File: src/rtl/filter_select_seq.sv
`timescale 1ns/1ps
// Band-pass relay selector: three-stage frequency-to-band pipeline with hysteresis,
// followed by a break-before-make relay sequencer that gates the exciter.
module filter_select_seq #(
    parameter int unsigned N_FILT     = 7,
    parameter int unsigned FREQ_W     = 32,
    parameter int unsigned HYST       = 50000,
    parameter int unsigned DEAD_CYC   = 8,
    parameter int unsigned SETTLE_CYC = 16
) (
    input  logic              clock,
    input  logic              reset_n,
    input  logic [FREQ_W-1:0] frequency,
    input  logic              ptt,
    input  logic              thr_wr,
    input  logic [3:0]        thr_addr,
    input  logic [FREQ_W-1:0] thr_data,
    input  logic              man_en,
    input  logic [3:0]        man_idx,
    output logic [N_FILT-1:0] lpf,
    output logic [3:0]        band_idx,
    output logic              busy,
    output logic              tx_inhibit
);

    localparam int unsigned CNT_MAX = (DEAD_CYC > SETTLE_CYC) ? DEAD_CYC : SETTLE_CYC;
    localparam int unsigned CNT_W   = (CNT_MAX > 1) ? $clog2(CNT_MAX) : 1;

    localparam logic [3:0]        LAST_IDX    = 4'(N_FILT - 1);
    localparam logic [3:0]        MAX_THR     = 4'(N_FILT - 2);
    localparam logic [FREQ_W:0]   HYST_EXT    = (FREQ_W + 1)'(HYST);
    localparam logic [CNT_W-1:0]  DEAD_LOAD   = CNT_W'(DEAD_CYC - 1);
    localparam logic [CNT_W-1:0]  SETTLE_LOAD = CNT_W'(SETTLE_CYC - 1);

    typedef enum logic [1:0] {
        ST_IDLE,
        ST_BREAK,
        ST_MAKE
    } state_t;

    // Table is sized to the full 4-bit index space; unused upper entries stay all-ones.
    logic [FREQ_W-1:0] thr [16];

    logic [FREQ_W-1:0] f_q;
    logic              man_en_q;
    logic [3:0]        man_idx_q;

    logic [3:0]        cand_c;
    logic [3:0]        cand_q;
    logic [FREQ_W-1:0] f2_q;
    logic              man_q;

    logic [FREQ_W:0]   up_lim;
    logic [FREQ_W:0]   dn_sum;
    logic [FREQ_W-1:0] thr_dn;
    logic [3:0]        want_c;
    logic [3:0]        want_q;

    state_t            state_q, state_d;
    logic [CNT_W-1:0]  cnt_q, cnt_d;
    logic [3:0]        tgt_q, tgt_d;
    logic [3:0]        band_q, band_d;
    logic [N_FILT-1:0] lpf_q, lpf_d;
    logic              busy_q, busy_d;

    function automatic logic [N_FILT-1:0] onehot(input logic [3:0] idx);
        logic [N_FILT-1:0] res;
        res = '0;
        for (int unsigned i = 0; i < N_FILT; i++) begin
            if (4'(i) == idx) res[i] = 1'b1;
        end
        return res;
    endfunction

    always_ff @(posedge clock or negedge reset_n) begin
        if (!reset_n) begin
            for (int unsigned i = 0; i < 16; i++) thr[i] <= '1;
        end else if (thr_wr && (thr_addr <= MAX_THR)) begin
            thr[thr_addr] <= thr_data;
        end
    end

    // Manual controls ride stage 1 with frequency so both paths share the same latency.
    always_ff @(posedge clock or negedge reset_n) begin
        if (!reset_n) begin
            f_q       <= '0;
            man_en_q  <= 1'b0;
            man_idx_q <= '0;
        end else begin
            f_q       <= frequency;
            man_en_q  <= man_en;
            man_idx_q <= man_idx;
        end
    end

    always_comb begin
        cand_c = '0;
        for (int unsigned i = 0; i < N_FILT - 1; i++) begin
            if (f_q > thr[4'(i)]) cand_c = cand_c + 4'd1;
        end
        if (man_en_q) cand_c = (man_idx_q > LAST_IDX) ? LAST_IDX : man_idx_q;
    end

    always_ff @(posedge clock or negedge reset_n) begin
        if (!reset_n) begin
            cand_q <= '0;
            f2_q   <= '0;
            man_q  <= 1'b0;
        end else begin
            cand_q <= cand_c;
            f2_q   <= f_q;
            man_q  <= man_en_q;
        end
    end

    // thr_dn wraps to an all-ones entry when band_q is 0; it is only consulted when band_q >= 1.
    always_comb begin
        up_lim = {1'b0, thr[band_q]} + HYST_EXT;
        dn_sum = {1'b0, f2_q} + HYST_EXT;
        thr_dn = thr[band_q - 4'd1];
        want_c = band_q;
        if (man_q) begin
            want_c = cand_q;
        end else if (cand_q > band_q) begin
            if ({1'b0, f2_q} > up_lim) want_c = cand_q;
        end else if (cand_q < band_q) begin
            if (dn_sum <= {1'b0, thr_dn}) want_c = cand_q;
        end
    end

    always_ff @(posedge clock or negedge reset_n) begin
        if (!reset_n) want_q <= '0;
        else          want_q <= want_c;
    end

    always_comb begin
        state_d = state_q;
        cnt_d   = cnt_q;
        tgt_d   = tgt_q;
        band_d  = band_q;
        lpf_d   = lpf_q;
        case (state_q)
            ST_IDLE: begin
                lpf_d = onehot(band_q);
                if ((want_q != band_q) && !ptt) begin
                    state_d = ST_BREAK;
                    tgt_d   = want_q;
                    cnt_d   = DEAD_LOAD;
                    lpf_d   = '0;
                end
            end
            ST_BREAK: begin
                if (cnt_q == '0) begin
                    state_d = ST_MAKE;
                    cnt_d   = SETTLE_LOAD;
                    band_d  = tgt_q;
                    lpf_d   = onehot(tgt_q);
                end else begin
                    cnt_d = cnt_q - CNT_W'(1);
                end
            end
            ST_MAKE: begin
                if (cnt_q == '0) state_d = ST_IDLE;
                else             cnt_d   = cnt_q - CNT_W'(1);
            end
            default: begin
                state_d = ST_IDLE;
            end
        endcase
        busy_d = (state_d != ST_IDLE);
    end

    always_ff @(posedge clock or negedge reset_n) begin
        if (!reset_n) begin
            state_q <= ST_IDLE;
            cnt_q   <= '0;
            tgt_q   <= '0;
            band_q  <= '0;
            lpf_q   <= N_FILT'(1);
            busy_q  <= 1'b0;
        end else begin
            state_q <= state_d;
            cnt_q   <= cnt_d;
            tgt_q   <= tgt_d;
            band_q  <= band_d;
            lpf_q   <= lpf_d;
            busy_q  <= busy_d;
        end
    end

    assign lpf        = lpf_q;
    assign band_idx   = band_q;
    assign busy       = busy_q;
    assign tx_inhibit = busy_q;

endmodule

File: config.mk
export PLATFORM = sky130hd
export DESIGN_NAME = filter_select_seq
export DESIGN_NICKNAME = d
export VERILOG_FILES = /design/src/rtl/filter_select_seq.sv
export SDC_FILE = /design/constraint.sdc
export NUM_CORES = 2
export LEC_CHECK = 0
export ABC_AREA = 1
export CELL_PAD_IN_SITES_DETAIL_PLACEMENT = 0
export CELL_PAD_IN_SITES_GLOBAL_PLACEMENT = 1
export CORE_MARGIN = 8
export CORE_UTILIZATION = 51
export DETAILED_ROUTE_END_ITERATION = 12
export HOLD_SLACK_MARGIN = 0.02
export PLACE_DENSITY_LB_ADDON = 0.2
export SYNTH_ARGS = -nofsm -noshare
export SYNTH_HDL_FRONTEND = slang
export SYNTH_SLANG_ARGS = --single-unit
File: constraint.sdc
create_clock -name clock -period 10.7 [get_ports clock]
set_clock_uncertainty 0.05 [all_clocks]
set_input_delay 1.07 -clock clock [delete_from_list [all_inputs] [get_ports clock]]
set_output_delay 1.07 -clock clock [all_outputs]
set_load 0.005 [all_outputs]
==> impl_metrics.ini <==
[min_path]
hold_depth = 0
worstHoldPathType = reg -> reg
holdCritStartpoint = thr[157]$_DFFE_PN1P_
hold_path_end = thr[157]$_DFFE_PN1P_

[yosys]
synth_top_cells_by_area = dfstp_2 35%, nand2_1 9.7%, ha_1 9.2%, o21ai_0 7.5%, dfrtp_1 6.5%
synth.largest_area_cell = dfstp_2
yosysWarnings = 0
syn_nets = 5293
synth_most_common_cell = nand2_1
synth_top_area_frac = 0.355
synthArstFlopShare = 1.00
avgSynthCellArea_um2 = 7.69
synth-edff-count = 0
syn_area_um2 = 38000
ys_seq_area_frac = 0.420
yosys.cell_types.count = 54
synth.top_cells.by_count = 979 x nand2_1, 568 x o21ai_0, 567 x inv_1
synthCells = 4938
synth_ff_type = dfstp_2
synth_seq_cells = 612

[clock_network]
cts-root-buf = clkbuf_16
cts_resized = 0
cts_hold_buffers = 0
path_clk_slew_ns = 0.06
clk_latency_ns = 0.63
cts_tree = done
htreeDepth = 3
post-cts-setup-buffers = 0
cts_made_buffers = 73
clock_path_buffers = 3
cts_sinks = 612

[die]
initial_utilization = 0.513
die_h_um = 289
io_pins = 90
fp.dieW_um = 289
core_um2 = 74100
fp-row-count = 100
dieArea_um2 = 83500

[global_routing]
grt_pass1_wl_um = 182000
gr-total-overflow = 0
grtUsageTotal = 0.282
grt_antenna_before_repair = 3
grt_start_max_net_pins = 232
grt_pass1_vias = 29700

[cells_and_area]
num-nets-final = 4929
design_area_um2 = 40600
final_layout_size_suffix_gt1_frac = 0.154
area_growth_pct = 6.81
n_antenna_cell = 0

[detailed_routing]
drtPass1Iterations = 8
drc = 0
drt-initial-drc-count = 3206
totalWireLength_um = 118000
via_per_inst = 5.64
wl_per_cell_um = 21.0
vias = 31600
final_antenna_net_count = 0

[timing]
finalHoldViolations = 0
max_freq_mhz = 138
tightest_slew_ns = 1.19
rsz0062_at_grt = false
setup_viol = 0
fin_crit_ns = 7.23
slew_headroom = 0.208
drv_slew = 0
setup_tns_ns = 0
min_period_over_period = 0.676

[setup_path]
startpoint_type = flop
worstRegToRegCells = 26
path_class = reg -> reg
timing.rr.start = band_idx[0]$_DFFE_PN0P_
critPathArrivalTime_ns = 7.67
cp_max_fo = 231
critPathCaptureType = flop
critPathRequiredTime_ns = 11.13
r2r_end = want_q[1]$_DFF_PN0_
r2r_slack_ns = 3.47

[run]
cap_viol_max_count = 0

[pwr]
ir_worst_vdd_v = 0.000245
total_power_mw = 12.2
leakage_nw = 17.6
power_density_nw_per_um2 = 302

[placed_design]
portBuffers = 89
placed_cell_area_um2 = 38000
gp_congestion = 0.924
dpl.hpwl_um = 80800

[outcome]
outcome = complete, no violations
[routing by layer]
layer | global-route usage | vias to the layer above | share of wire
met5 | 0 | - | 0.00022
met4 | 0.0808 | 4 | 0.027
met3 | 0.0481 | 179 | 0.076
met2 | 0.413 | 1119 | 0.42
met1 | 0.423 | 15000 | 0.47
li1 | - | 15300 | -
[cells in the final DEF (no fill, tap or decap), types with 7 or more instances in the layout]
| cell type | instances |
|---|---|
| nor2_1 | 167 |
| clkbuf_1 | 17 |
| nand4_1 | 41 |
| clkdlybuf4s50_1 | 88 |
| xor2_1 | 32 |
| dfstp_2 | 513 |
| inv_1 | 566 |
| nand3b_1 | 7 |
| nor4_1 | 8 |
| xnor2_1 | 21 |
| nand2_1 | 977 |
| nor3_1 | 27 |
| clkinv_2 | 11 |
| nand3_1 | 390 |
| inv_2 | 7 |
| o21ai_0 | 568 |
| buf_4 | 30 |
| nand2_2 | 13 |
| clkbuf_16 | 77 |
| a21oi_1 | 414 |
| bufinv_16 | 8 |
| ha_1 | 277 |
| clkbuf_8 | 13 |
| a211oi_1 | 9 |
| a31oi_1 | 11 |
| o21ai_1 | 47 |
| dfrtp_1 | 95 |
| o211ai_1 | 116 |
[critical path, cell delays in order (launching register included)]
cell,delay (ns)
dfrtp_4,0.86
clkinv_8,0.60
ha_1,0.63
xnor2_2,0.12
buf_4,0.75
inv_2,0.61
buf_4,0.50
nand3_1,0.16
nand3_1,0.10
nand2_1,0.09
inv_1,0.05
ha_1,0.37
nand4_1,0.12
inv_1,0.08
nand4_1,0.12
nor4_1,0.47
nand3b_1,0.14
nand3_1,0.25
nand2_1,0.16
nand2_1,0.08
nand2_1,0.06
nand2_1,0.06
nand2_1,0.05
nand2_1,0.05
nand2_1,0.05
nand2_1,0.05
nand2_1,0.04
[metrics by stage]
stage | instances | hold slack [ns] | utilization | setup slack (ns)
6_report | 5600 | 0.314 | 0.548 | 3.47
5_1_grt | 5600 | 0.317 | 0.548 | 3.09
4_1_cts | 5600 | 0.316 | 0.548 | 3.69
3_5_place_dp | 5468 | 0.308 | 0.514 | 3.71
3_3_place_gp | 5468 | 0.307 | 0.514 | 3.81
2_1_floorplan | 4938 | 0.304 | - | 6.06
[flip-flops by register name, indices dropped and copies added, names as in the netlist]
name / count
man_q: 1
man_en_q: 1
f_q: 32
thr: 512
state_q: 2
man_idx_q: 4
band_idx: 4
cand_q: 4
busy: 1
want_q: 4
cnt_q: 4
lpf: 7
f2_q: 32
tgt_q: 4
[logic make-up after synthesis]
family / after synthesis / share of synthesized area
AND/OR/NAND/NOR: 1652 / 0.184
XOR/XNOR: 55 / 0.0127
multiplexers: 1 / 0.000296
flip-flops: 612 / 0.420
AO/OA/AOI/OAI: 1199 / 0.169
buffers and inverters: 1141 / 0.122
adder cells (fa/ha/maj): 278 / 0.0916
[how the worst max path moves through the flow]
stage,startpoint,endpoint,slack [ns],cells after the start
floorplan,band_idx[0]$_DFFE_PN0P_,want_q[1]$_DFF_PN0_,6.06,33
detailed placement,band_idx[0]$_DFFE_PN0P_,want_q[1]$_DFF_PN0_,3.71,23
CTS,band_idx[0]$_DFFE_PN0P_,want_q[1]$_DFF_PN0_,3.69,23
global route,band_idx[0]$_DFFE_PN0P_,want_q[1]$_DFF_PN0_,3.09,23
finish,band_idx[0]$_DFFE_PN0P_,want_q[1]$_DFF_PN0_,3.47,26
global placement,band_idx[0]$_DFFE_PN0P_,want_q[3]$_DFF_PN0_,3.81,23
[layout make-up]
class / count / area [um2]
sequential: 612 / 16000
fill: 7046 / 33500
inverter: 578 / 2190
timing repair buffer: 124 / 1220
multi-input combinational: 3185 / 17500
clock inverter: 25 / 355
clock buffer: 107 / 2170
tap: 969 / 1210
[power breakdown]
group	switching [mW]	internal (mW)	total, mW
clock network	1.01	1.60	2.62
registers	0.260	2.66	2.92
logic	4.62	2.09	6.71
total	5.90	6.35	12.2
Note: power is estimated with default switching activity, not from simulation.
